`src/rtl/counter_mod_updown_if.sv`:
```
//------------------------------------------------------------------------------
// Module      : counter_mod_updown_if
// Description : Control/status bundle for counter_mod_updown.
//               master : drives clr/load/load_val/mod_we/mod_val/en/up/sat,
//                        observes count/carry_out/wrap/at_max/at_min
//               slave  : the counter itself
// Revision    : 1.0 - initial release
//------------------------------------------------------------------------------
`default_nettype none

interface counter_mod_updown_if #(
  parameter int WIDTH = 8
);
  logic             clr;
  logic             load;
  logic [WIDTH-1:0] load_val;
  logic             mod_we;
  logic [WIDTH-1:0] mod_val;
  logic             en;
  logic             up;
  logic             sat;
  logic [WIDTH-1:0] count;
  logic             carry_out;
  logic             wrap;
  logic             at_max;
  logic             at_min;

  modport master (
    output clr, load, load_val, mod_we, mod_val, en, up, sat,
    input  count, carry_out, wrap, at_max, at_min
  );

  modport slave (
    input  clr, load, load_val, mod_we, mod_val, en, up, sat,
    output count, carry_out, wrap, at_max, at_min
  );
endinterface

`default_nettype wire

```
`src/rtl/counter_mod_updown.sv`:
```
//------------------------------------------------------------------------------
// Module      : counter_mod_updown
// Description : Modulo counter with runtime-programmable modulus, up/down
//               direction, synchronous clear/load, wrap or saturate mode.
//               Cascadable through the combinational carry_out.
// Ports       : clk   - clock, rising edge
//               reset - asynchronous, active-high
//               bus   - counter_mod_updown_if.slave (controls and status)
// Revision    : 1.0 - initial release
//------------------------------------------------------------------------------
`default_nettype none

module counter_mod_updown #(
  parameter int WIDTH   = 8,
  parameter int MOD_RST = 60
) (
  input  wire logic               clk,
  input  wire logic               reset,
  counter_mod_updown_if.slave     bus
);

  localparam logic [WIDTH-1:0] c_mod_rst = WIDTH'(MOD_RST);
  localparam logic [WIDTH-1:0] c_one     = WIDTH'(1);

  logic [WIDTH-1:0] r_mod;
  logic [WIDTH-1:0] r_count;
  logic             r_wrap;

  logic [WIDTH-1:0] w_max;
  logic [WIDTH-1:0] w_count_nx;
  logic             w_wrap_nx;

  // A modulus of 0 stands for the full 2^WIDTH range.
  always_comb begin
    w_max = (r_mod == '0) ? '1 : (r_mod - c_one);
  end

  always_comb begin
    w_count_nx = r_count;
    w_wrap_nx  = 1'b0;
    if (bus.clr) begin
      w_count_nx = '0;
    end else if (bus.load) begin
      w_count_nx = (bus.load_val > w_max) ? w_max : bus.load_val;
    end else if (r_count > w_max) begin
      // Modulus was shrunk under the count: snap back into range.
      w_count_nx = '0;
    end else if (bus.en) begin
      if (bus.up) begin
        if (r_count == w_max) begin
          if (!bus.sat) begin
            w_count_nx = '0;
            w_wrap_nx  = 1'b1;
          end
        end else begin
          w_count_nx = r_count + c_one;
        end
      end else begin
        if (r_count == '0) begin
          if (!bus.sat) begin
            w_count_nx = w_max;
            w_wrap_nx  = 1'b1;
          end
        end else begin
          w_count_nx = r_count - c_one;
        end
      end
    end
  end

  // The count path above reads the current r_mod, so a simultaneous mod_we
  // only affects MAX from the following edge.
  always_ff @(posedge clk or posedge reset) begin
    if (reset) begin
      r_count <= '0;
      r_mod   <= c_mod_rst;
      r_wrap  <= 1'b0;
    end else begin
      r_count <= w_count_nx;
      r_wrap  <= w_wrap_nx;
      if (bus.mod_we) begin
        r_mod <= bus.mod_val;
      end
    end
  end

  assign bus.count     = r_count;
  assign bus.wrap      = r_wrap;
  assign bus.at_max    = (r_count == w_max);
  assign bus.at_min    = (r_count == '0);
  assign bus.carry_out = bus.en & ~bus.sat &
                         (bus.up ? (r_count == w_max) : (r_count == '0));

endmodule

`default_nettype wire

```
`src/flat_wrapper.sv`:
```
// flat-port wrapper written by rule: the top's interface ports become plain ports
module counter_mod_updown_flat 
#(
  parameter int WIDTH   = 8,
  parameter int MOD_RST = 60
)
  (clk, reset, bus_clr, bus_load, bus_load_val, bus_mod_we, bus_mod_val, bus_en, bus_up, bus_sat, bus_count, bus_carry_out, bus_wrap, bus_at_max, bus_at_min);
  counter_mod_updown_if #(.WIDTH(WIDTH)) bus_i ();
  input  wire logic clk;
  input  wire logic reset;
  input wire logic [$bits(bus_i.clr)-1:0] bus_clr;
  input wire logic [$bits(bus_i.load)-1:0] bus_load;
  input wire logic [$bits(bus_i.load_val)-1:0] bus_load_val;
  input wire logic [$bits(bus_i.mod_we)-1:0] bus_mod_we;
  input wire logic [$bits(bus_i.mod_val)-1:0] bus_mod_val;
  input wire logic [$bits(bus_i.en)-1:0] bus_en;
  input wire logic [$bits(bus_i.up)-1:0] bus_up;
  input wire logic [$bits(bus_i.sat)-1:0] bus_sat;
  output wire logic [$bits(bus_i.count)-1:0] bus_count;
  output wire logic [$bits(bus_i.carry_out)-1:0] bus_carry_out;
  output wire logic [$bits(bus_i.wrap)-1:0] bus_wrap;
  output wire logic [$bits(bus_i.at_max)-1:0] bus_at_max;
  output wire logic [$bits(bus_i.at_min)-1:0] bus_at_min;
  assign bus_i.clr = bus_clr;
  assign bus_i.load = bus_load;
  assign bus_i.load_val = bus_load_val;
  assign bus_i.mod_we = bus_mod_we;
  assign bus_i.mod_val = bus_mod_val;
  assign bus_i.en = bus_en;
  assign bus_i.up = bus_up;
  assign bus_i.sat = bus_sat;
  assign bus_count = bus_i.count;
  assign bus_carry_out = bus_i.carry_out;
  assign bus_wrap = bus_i.wrap;
  assign bus_at_max = bus_i.at_max;
  assign bus_at_min = bus_i.at_min;
  counter_mod_updown #(.WIDTH(WIDTH), .MOD_RST(MOD_RST)) u_core (.clk(clk), .reset(reset), .bus(bus_i));
endmodule
```
`config.mk`:
```
export PLATFORM = sky130hd
export DESIGN_NAME = counter_mod_updown_flat
export DESIGN_NICKNAME = d
export VERILOG_FILES = /design/src/rtl/counter_mod_updown_if.sv /design/src/rtl/counter_mod_updown.sv /design/src/flat_wrapper.sv
export SDC_FILE = /design/constraint.sdc
export NUM_CORES = 1
export LEC_CHECK = 0
export ABC_AREA = 1
export BUFFER_PORTS_ARGS = -buffer_cell sky130_fd_sc_hd__buf_2
export CORE_UTILIZATION = 29
export CTS_CLUSTER_SIZE = 10
export DETAILED_ROUTE_END_ITERATION = 8
export RECOVER_POWER = 50
export REMOVE_ABC_BUFFERS = 1
export SLEW_MARGIN = 20
export SYNTH_ARGS = -nofsm -noshare
export SYNTH_HDL_FRONTEND = slang
export SYNTH_SLANG_ARGS = --single-unit
```
`constraint.sdc`:
```
create_clock -name clk -period 3.4 [get_ports clk]
set_input_delay 0.68 -clock clk [delete_from_list [all_inputs] [get_ports clk]]
set_output_delay 0.68 -clock clk [all_outputs]
set_load 0.05 [all_outputs]
```
# After elaboration in Yosys (flattened, before gate mapping)
# Index checks and enable logic that the tools add are counted.
[word_totals] register_bits=17 wordCells=38 input_bits=24
[op_classes] bitwise_logic=3 n_eq_ne=3 n_mux=20 magnitude_cmp=2 n_reduce_logical=4 add_sub_neg=3
[ops] cell="8-bit two-way mux" count=11
[ops] cell="8-bit > comparator" count=2
[ops] cell="8-bit logical NOT" count=2
[ops] cell="8-bit by 1-bit subtractor with 8-bit output, second input constant" count=2
[ops] cell="6-bit by 5-bit != test with 1-bit output, second input constant" count=2
[ops] cell="1-bit two-way mux" count=9
[ops] cell="8-bit by 1-bit adder with 8-bit output, second input constant" count=1
[ops] cell="8-bit equality test" count=1
[ops] cell="4-bit nonzero test" count=1
[ops] cell="3-bit AND reduction" count=1
[ops] cell="1-bit bitwise AND" count=2
[ops] cell="1-bit NOT" count=1

# Longest topological paths before layout
# Gate-level depths: netlist of run 1.
[logic_depth] ltp_word=9 depth_mapped=19 mapped_depth_nobuf=19

# Worst setup path after synthesis of run 1
# Ideal clock, no wire load.
[synth_path] kind="register to output" from="reg u_core.r_mod[0]" to="out bus_carry_out" path_buffers=0 path_slack_ps=236 required_ps=2720 stages_incl_launch_ff=15 arrival_ps=2484 path_cell_list="dfrtp_1 inv_1 ha_1 nand2_1 nor2_2 inv_1 nand3_1 inv_1 ha_1 nand2_1 nor2_1 nand2_1 nor2_1 nor2_1 nor2_1"
[synth_via] elab_chain_len=5 elab_cells_between_ends=6
[synth_rtl] item="start: declaration" line_no="counter_mod_updown.sv:25" rtl="logic [WIDTH-1:0] r_mod;"
[synth_rtl] item="start signal: assignment" line_no="counter_mod_updown.sv:76" rtl="r_mod <= c_mod_rst;"
[synth_rtl] item="start signal: assignment" line_no="counter_mod_updown.sv:82" rtl="r_mod <= bus.mod_val;"
[synth_rtl] item="8-bit by 1-bit subtractor with 8-bit output or 8-bit logical NOT (tied branches)" line_no="counter_mod_updown.sv:35" rtl="w_max = (r_mod == '0) ? '1 : (r_mod - c_one);"
[synth_rtl] item="8-bit two-way mux *" line_no="counter_mod_updown.sv:35"
[synth_rtl] item="8-bit equality test *" line_no="counter_mod_updown.sv:92" rtl="(bus.up ? (r_count == w_max) : (r_count == '0));"
[synth_rtl] item="1-bit two-way mux *" line_no="counter_mod_updown.sv:92"
[synth_rtl] item="1-bit bitwise AND *" line_no="counter_mod_updown.sv:91" rtl="assign bus.carry_out = bus.en & ~bus.sat &"
[synth_rtl] item="end: declaration" line_no="flat_wrapper.sv:20" rtl="output wire logic [$bits(bus_i.carry_out)-1:0] bus_carry_out;"
# Every way passes the cells marked *; elsewhere a longest branch is shown, timed or not.

# Worst setup path after layout of run 1
[layout_path] from="reg u_core.r_mod[3]" to="out bus_carry_out"
# The elaborated chain is that of the path after synthesis.

==> results.toml, run 1 <==
[outcome]
status = "finished clean"

[yosys]
synth_cell_types = 29
synth-seq-area-share = 0.214
synth_seq_cells = 17
yosys_warnings = 0
ys_top_cells_by_area = "nand2_1 20%, dfrtp_1 16%, ha_1 13%"
synth_top_area_frac = 0.201
synth_top_cell_by_area = "nand2_1"
postSynthAreaPerCell_um2 = 6.10
synthCells = 330
synth.cell_area_um2 = 2010

[pwr]
ir_worst_vdd_mv = 0.218
leakage_nw = 1.37
total_power_mw = 1.08
p_per_area_nw_per_um2 = 456

[cells_and_area]
layout_common_cells = "108 x nand2_1, 41 x inv_1, 40 x nor2_1, 40 x nand3_1, 33 x buf_2"
diodes = 0
final_common_cell = "nand2_1"
nets = 415
drive_gt1_frac = 0.182
final_cells = 446
area_growth_pct = 17.5

[route]
firstDrtPassIters = 4
final_antenna_net_count = 0
drc = 0
wl_per_cell_um = 12.8
vias = 2156
dr.first_iter.drc_count = 117
postRouteWirelength_mm = 5.70
avgViaCountPerCell = 4.83

[placed_design]
dp_hpwl_mm = 4.69
dp.cells = 441
place_congestion = 0.880
placement.io_buffers = 35

[run]
max_cap_violations = 0

[clock_network]
clock_tree.root_cell = "clkbuf_8"
cts_buffers = 3
insertion_delay_ns = 0.25
clk_path_buf_depth = 2
cts.htree.levels = 1
postCtsHoldBufs = 0
numClockSinks = 17
cts_tree = "built"
clkTransAtPathRegs_ns = 0.07

[timing]
fin_skew_ns = 0.00313
setup_tns_ns = 0
rsz0062_at_grt = "no"
drv_slew = 0
finalHoldViolCount = 0
tightest_slew_ns = 0.641
slew_headroom = 0.572
final.period_utilization = 0.918
period_needed_ns = 3.12
setup_viol = 0
fmax_mhz = 320

[worst_setup_path]
r2r-start = "u_core.r_mod[0]"
endpoint_kind = "output port"
critPathLaunch = "u_core.r_mod[3]"
r2r_slack_ns = 0.63
worstPathMaxFanout = 5
r2r_cells = 15
r2r-end = "u_core.bus.wrap"
cp.arrival_ns = 2.44
worstSetupPathType = "reg -> out"
cp.required_ns = 2.72
crit_path_start_kind = "flip-flop"

[worst_hold_path]
hp-class = "in -> async"

[grt]
gr-total-overflow = 0
grtUsageTotal = 0.170
grt_pass1_wl_mm = 9.74
grt_pass1_vias = 2071
grt_max_degree = 18
antenna_found_initial = 0

[floorplan]
coreArea_um2 = 6530
die_y_um = 85.3
initial_core_util = 0.308
num_rows = 29
dieArea_um2 = 7270
die_w_um = 85.3
io_pins = 36
-- cell type report --
type                    count  area (um^2)
fillers                   742         4170
multi-input cells         264         1410
flip-flops and latches     17          430
repair buffers             39          210
inverters                  45          169
well taps                  77         96.3
clock buffers               3         41.3
clock inverters             1         5.00
-- flip-flops by register name, summed over array words and instances, names as in the netlist --
register,flops
u_core.bus.count,8
u_core.r_mod,8
u_core.bus.wrap,1
-- synthesized netlist by cell type --
cell / n
nor2_1: 41
dfrtp_1: 13
inv_2: 2
nand4_2: 1
clkbuf_1: 1
dfstp_2: 4
nor3_1: 2
buf_2: 1
o21ai_0: 20
nand2_1: 108
nor4_1: 1
xor2_1: 1
nor2_2: 1
a21oi_1: 7
nor2_4: 4
a21boi_0: 1
ha_1: 21
inv_1: 43
o21bai_1: 1
nand3_4: 1
nand3b_1: 1
nand2_4: 2
nand2_2: 2
a21o_1: 2
buf_6: 1
buf_4: 1
o21ai_4: 1
nand3_1: 44
nand4_1: 2
-- cells by family after synthesis --
group                    share of synthesized area
flip-flops                                   0.214
AND/OR/NAND/NOR                              0.463
AO/OA/AOI/OAI                               0.0902
adder cells (fa/ha/maj)                      0.131
XOR/XNOR                                   0.00435
buffers and inverters                       0.0976
-- layer usage --
layer,GRT usage,share of wire,up-vias
li1,-,-,1134
met1,0.229,0.50,965
met2,0.293,0.46,51
met3,0.0233,0.037,6
met4,0.0273,0.011,0
met5,0,0,-
-- worst max-delay path, cell delays in order (launching register included) --
cell	delay [ns]
dfstp_2	0.38
nor2_1	0.22
nand2_1	0.16
nor2_4	0.13
inv_2	0.08
nand3_2	0.10
inv_1	0.07
ha_1	0.29
nand2_1	0.08
nor2_2	0.11
nand2_1	0.10
nor2_1	0.10
nor2_1	0.08
nor2_1	0.12
buf_6	0.17
-- through the flow --
stage          hold WS (ns)  worst slack (ns)  instance area [um^2]  utilization
2_1_floorplan         0.482             0.236                  1980            -
3_3_place_gp          0.511             0.403                  2280        0.349
3_5_place_dp          0.509             0.301                  2280        0.349
4_1_cts               0.520            0.0230                  2320        0.356
5_1_grt               0.550            0.0451                  2360        0.362
6_report              0.507             0.279                  2360        0.362
-- worst max path at each step --
stage                     slack (ns)            end
after floorplan                 0.24  bus_carry_out
after global placement          0.40  bus_carry_out
after detailed placement        0.30  bus_carry_out
after CTS                       0.02  bus_carry_out
after global routing            0.05  bus_carry_out
final                           0.28  bus_carry_out
-- power breakdown --
part | internal, mW | total [mW] | switching (mW) | leakage (nW)
Clock | 0.0812 | 0.150 | 0.0686 | 0.0255
Sequential | 0.232 | 0.290 | 0.0577 | 0.210
Combinational | 0.210 | 0.640 | 0.430 | 1.13
Total | 0.523 | 1.08 | 0.556 | 1.37
-- timing repair --
action | in CTS | in global routing
resized for setup | 0 | 12
setup buffers | 0 | 1
endpoints found under the setup margin | 0 | 2
hold endpoints to repair | 0 | 0
Power figures use the tool's default switching activity.
==> run 2: changes to the inputs <==
Settings changed: BUFFER_PORTS_ARGS -buffer_cell sky130_fd_sc_hd__buf_2 to default, CTS_CLUSTER_SIZE 10 to 14, DONT_BUFFER_PORTS from default to 1.
==> run 2 against run 1 <==
Effect of this change: critical path type unchanged; clock skew up 0.0038 ns; power down 1.6%; cell count down 6.3%; highest routed layer unchanged.
==> results.toml, run 2 (synthesis gave the netlist of run 1 again) <==
[cells_and_area]
final_common_cell = "nand2_1"
layout_common_cells = "108 x nand2_1, 42 x nand3_1, 41 x inv_1"
diodes = 0
area_growth_pct = 10.9
nets = 387
fillers = 713
drive_gt1_frac = 0.0997

[floorplan]
dieArea_um2 = 7270
initial_core_util = 0.308
die_y_um = 85.3
io_pins = 36
coreArea_um2 = 6530
die_w_um = 85.3
num_rows = 29

[worst_setup_path]
critPathSlowestCell = "dfrtp_1"
worstSetupPathType = "reg -> out"
endpoint_kind = "output port"
path_delay_family = "simple AND/OR/NAND/NOR gates"
cp.required_ns = 2.72
crit_path_start_kind = "flip-flop"
crit_buf_inv = 4
r2r_cells = 14
cp.arrival_ns = 2.50
cp.depth = 14
crit_top_cell = "nor2_1"
worstPathMaxFanout = 6
path_cells = "inv_2, ha_1, inv_1, o21ai_0, nand3_2, inv_1, ha_1, nand2_1, nor2_2, nand2_1, nor2_1, nor2_1, nor2_1, buf_6"
slowest_delay_ns = 0.41
r2r_slack_ns = 0.53

[timing]
finalHoldViolCount = 0
tightest_slew_ns = 0.712
period_needed_ns = 3.18
slew_headroom = 0.525
fmax_mhz = 314
fin_skew_ns = 0.00698
drv_slew = 0
final.period_utilization = 0.937
setup_slack_ns = 0.216
setup_viol = 0
holdWs_ns = 0.398

[grt]
global_route.usage.met2 = 0.266
antenna_found_initial = 0
grt.met3_usage = 0.0263
busiest_layer = "met2"
gr-total-overflow = 0
grtUsageTotal = 0.165
grt_pass1_vias = 1999
grt_max_degree = 18
grt_pass1_wl_mm = 9.59
grt_use_met1 = 0.230

[worst_hold_path]
hp-class = "in -> async"

[run]
max_cap_violations = 0

[pwr]
ir_worst_vdd_mv = 0.147
p_per_area_nw_per_um2 = 476
leakage_nw = 1.24

[clock_network]
insertion_delay_ns = 0.26
cts_tree = "built"
cts.htree.levels = 1
clk_path_buf_depth = 2
post_cts_buffers = 0
clkTransAtPathRegs_ns = 0.07
cts_buffers = 3
clock_tree.root_cell = "clkbuf_8"
numClockSinks = 17

[placed_design]
dp_hpwl_mm = 4.71
place_congestion = 0.909
placement.io_buffers = 0
dpl_worst_slack_ns = 0.377

[route]
postRouteWirelength_mm = 5.64
dr.first_iter.drc_count = 186
wl_per_cell_um = 13.5
avgViaCountPerCell = 4.96
vias = 2074
drc = 0
final_antenna_net_count = 0
firstDrtPassIters = 5

[outcome]
status = "finished clean"
-- run 2: through the flow --
stage / TNS (ns) / area [um^2] / instances / utilization / power, mW
2_1_floorplan: 0 / 1980 / 326 / - / 0.748
3_3_place_gp: 0 / 2160 / 414 / 0.331 / 0.898
3_5_place_dp: 0 / 2160 / 414 / 0.331 / 0.902
4_1_cts: 0 / 2210 / 418 / 0.338 / 1.07
5_1_grt: -0.0259 / 2230 / 418 / 0.342 / 1.17
6_report: 0 / 2230 / 418 / 0.342 / 1.06
-- run 2: final cells by class --
| class | count | area [um^2] | share of cell area |
|---|---|---|---|
| repair buffers | 11 | 86.3 | 0.0387 |
| inverters | 45 | 169 | 0.0757 |
| clock buffers | 3 | 41.3 | 0.0185 |
| multi-input cells | 264 | 1400 | 0.629 |
| clock inverters | 1 | 5.00 | 0.00224 |
| flip-flops and latches | 17 | 430 | 0.193 |
| well taps | 77 | 96.3 | 0.0432 |
-- run 2: worst paths after layout --
path	from	to
hold / removal	reset	u_core.r_mod[0]
max in group asynchronous	reset	u_core.bus.count[1]
setup / recovery	u_core.r_mod[0]	bus_carry_out
setup reg to reg	u_core.r_mod[0]	u_core.bus.wrap
min in group clk	bus_mod_we	u_core.r_mod[2]
hold reg to reg	u_core.bus.count[3]	u_core.bus.count[3]
-- run 2: per-layer routing --
metal	routed length, um	part of all wire
met5	0	0
met1	2700	0.48
met3	347	0.062
met4	79	0.014
met2	2510	0.45
-- run 2: timing repair --
item	4_1_cts	5_1_grt
endpoints found under the setup margin	0	2
gates resized for setup	0	7
hold buffers	0	0
-- run 2: where the power goes --
group / leakage [nW] / switching [mW] / internal (mW)
clock: 0.0255 / 0.0764 / 0.0815
combinational: 1.01 / 0.432 / 0.201
sequential: 0.208 / 0.0410 / 0.231
total: 1.24 / 0.549 / 0.513
==> run 3: changes to the inputs <==
Settings changed: PLACE_DENSITY from default to 0.45.
==> run 3 against run 2 <==
Effect of this change: maximum frequency up 0.53%; clock skew increased by 0.0026 ns; register-to-register slack improved by 0.02 ns; power is 2.2% higher; flip-flop and latch count stayed put; clock power is 6% higher; worst setup slack better by 0.017 ns; via count rose by 0.87%.
==> results.toml, run 3 (synthesis gave the netlist of run 1 again) <==
[outcome]
status = "finished clean"

[floorplan]
num_rows = 29
dieArea_um2 = 7270
die_w_um = 85.3
coreArea_um2 = 6530
initial_core_util = 0.308
io_pins = 36
die_y_um = 85.3

[worst_setup_path]
critPathLaunch = "u_core.r_mod[0]"
crit_path_start_kind = "flip-flop"
r2r-end = "u_core.bus.count[3]"
worstPathMaxFanout = 6
cp.arrival_ns = 2.49
crit_top_cell = "nor2_2"
slowest_delay_ns = 0.41
r2r_cells = 18
endpoint_kind = "output port"
path_cells = "inv_2, ha_1, inv_1, o21ai_0, nand3_2, inv_1, ha_1, nand2_1, nor2_2, nand2_1, nor2_1, nor2_2, nor2_2, buf_6"
cp.required_ns = 2.72
path_delay_family = "simple AND/OR/NAND/NOR gates"
r2r_slack_ns = 0.55
r2r-start = "u_core.r_mod[0]"
crit_buf_inv = 4
worstSetupPathType = "reg -> out"
critPathSlowestCell = "dfrtp_1"

[clock_network]
cts.htree.levels = 1
numClockSinks = 17
cts_tree = "built"
clk_path_buf_depth = 2
insertion_delay_ns = 0.26
cts_buffers = 3
clkTransAtPathRegs_ns = 0.09
post_cts_buffers = 0
clock_tree.root_cell = "clkbuf_8"

[pwr]
ir_worst_vdd_mv = 0.145
leakage_nw = 1.26
p_per_area_nw_per_um2 = 481

[timing]
setup_viol = 0
fmax_mhz = 316
finalHoldViolCount = 0
period_needed_ns = 3.17
fin_skew_ns = 0.00958
tightest_slew_ns = 0.700
final.period_utilization = 0.932
holdWs_ns = 0.410
slew_headroom = 0.533
drv_slew = 0
setup_tns_ns = 0

[grt]
antenna_found_initial = 0
grt_pass1_wl_mm = 10.3
gr-total-overflow = 0
grt_pass1_vias = 2081
grtUsageTotal = 0.180
grt_max_degree = 18

[route]
drc = 0
vias = 2092
postRouteWirelength_mm = 6.08
dr.first_iter.drc_count = 109
avgViaCountPerCell = 4.98
wl_per_cell_um = 14.5
final_antenna_net_count = 0
firstDrtPassIters = 4

[placed_design]
post_dp_cell_area_um2 = 2180
place_congestion = 0.860
dp.cells = 416
dp_hpwl_mm = 5.10
placement.io_buffers = 0

[cells_and_area]
final_cells = 420
diodes = 0
fillers = 737
layout_common_cells = "108 x nand2_1, 41 x inv_1, 40 x nand3_1"
final_common_cell = "nand2_1"
fin_area_um2 = 2260
drive_gt1_frac = 0.117
area_growth_pct = 12.3
nets = 389

[run]
max_cap_violations = 0

[worst_hold_path]
hp-class = "in -> async"
## run 3: area by class of cell
class                      count  area (um^2)  area share
timing repair buffer          13          101      0.0449
tap                           77         96.3      0.0427
clock buffer                   3         41.3      0.0183
inverter                      45          169      0.0748
multi-input combinational    264         1410       0.625
sequential                    17          430       0.191
clock inverter                 1         7.51     0.00332
## run 3: metal layers
| metal | vias to the layer above | wire (um) | track usage | share of wire |
|---|---|---|---|---|
| li1 | 1079 | - | - | - |
| met1 | 944 | 2810 | 0.239 | 0.46 |
| met2 | 61 | 2830 | 0.305 | 0.47 |
| met3 | 8 | 317 | 0.0224 | 0.052 |
| met4 | 0 | 109 | 0.0545 | 0.018 |
| met5 | - | 0 | 0 | 0 |
## run 3: worst max path at each step
stage / end / slack, ns / depth (start not counted)
final: bus_carry_out / 0.23 / 14
after global routing: bus_carry_out / -0.01 / 14
after CTS: bus_carry_out / 0.02 / 15
after detailed placement: bus_carry_out / 0.32 / 15
after global placement: bus_carry_out / 0.40 / 15
after floorplan: bus_carry_out / 0.24 / 14
## run 3: report_power, final
group	switching [mW]	internal, mW
Sequential	0.0228	0.231
Combinational	0.456	0.209
Clock	0.0845	0.0826
## run 3: stage by stage
step / setup slack (ns) / power (mW) / util
after floorplan: 0.236 / 0.748 / -
after global placement: 0.397 / 0.921 / 0.334
after detailed placement: 0.315 / 0.920 / 0.334
after CTS: 0.0195 / 1.09 / 0.341
after global routing: -0.0109 / 1.19 / 0.346
final: 0.232 / 1.09 / 0.346
## run 3: repair_timing
action                     4_1_cts  5_1_grt
setup endpoints to repair        0        2
resized for setup                0       10
hold buffers                     0        0
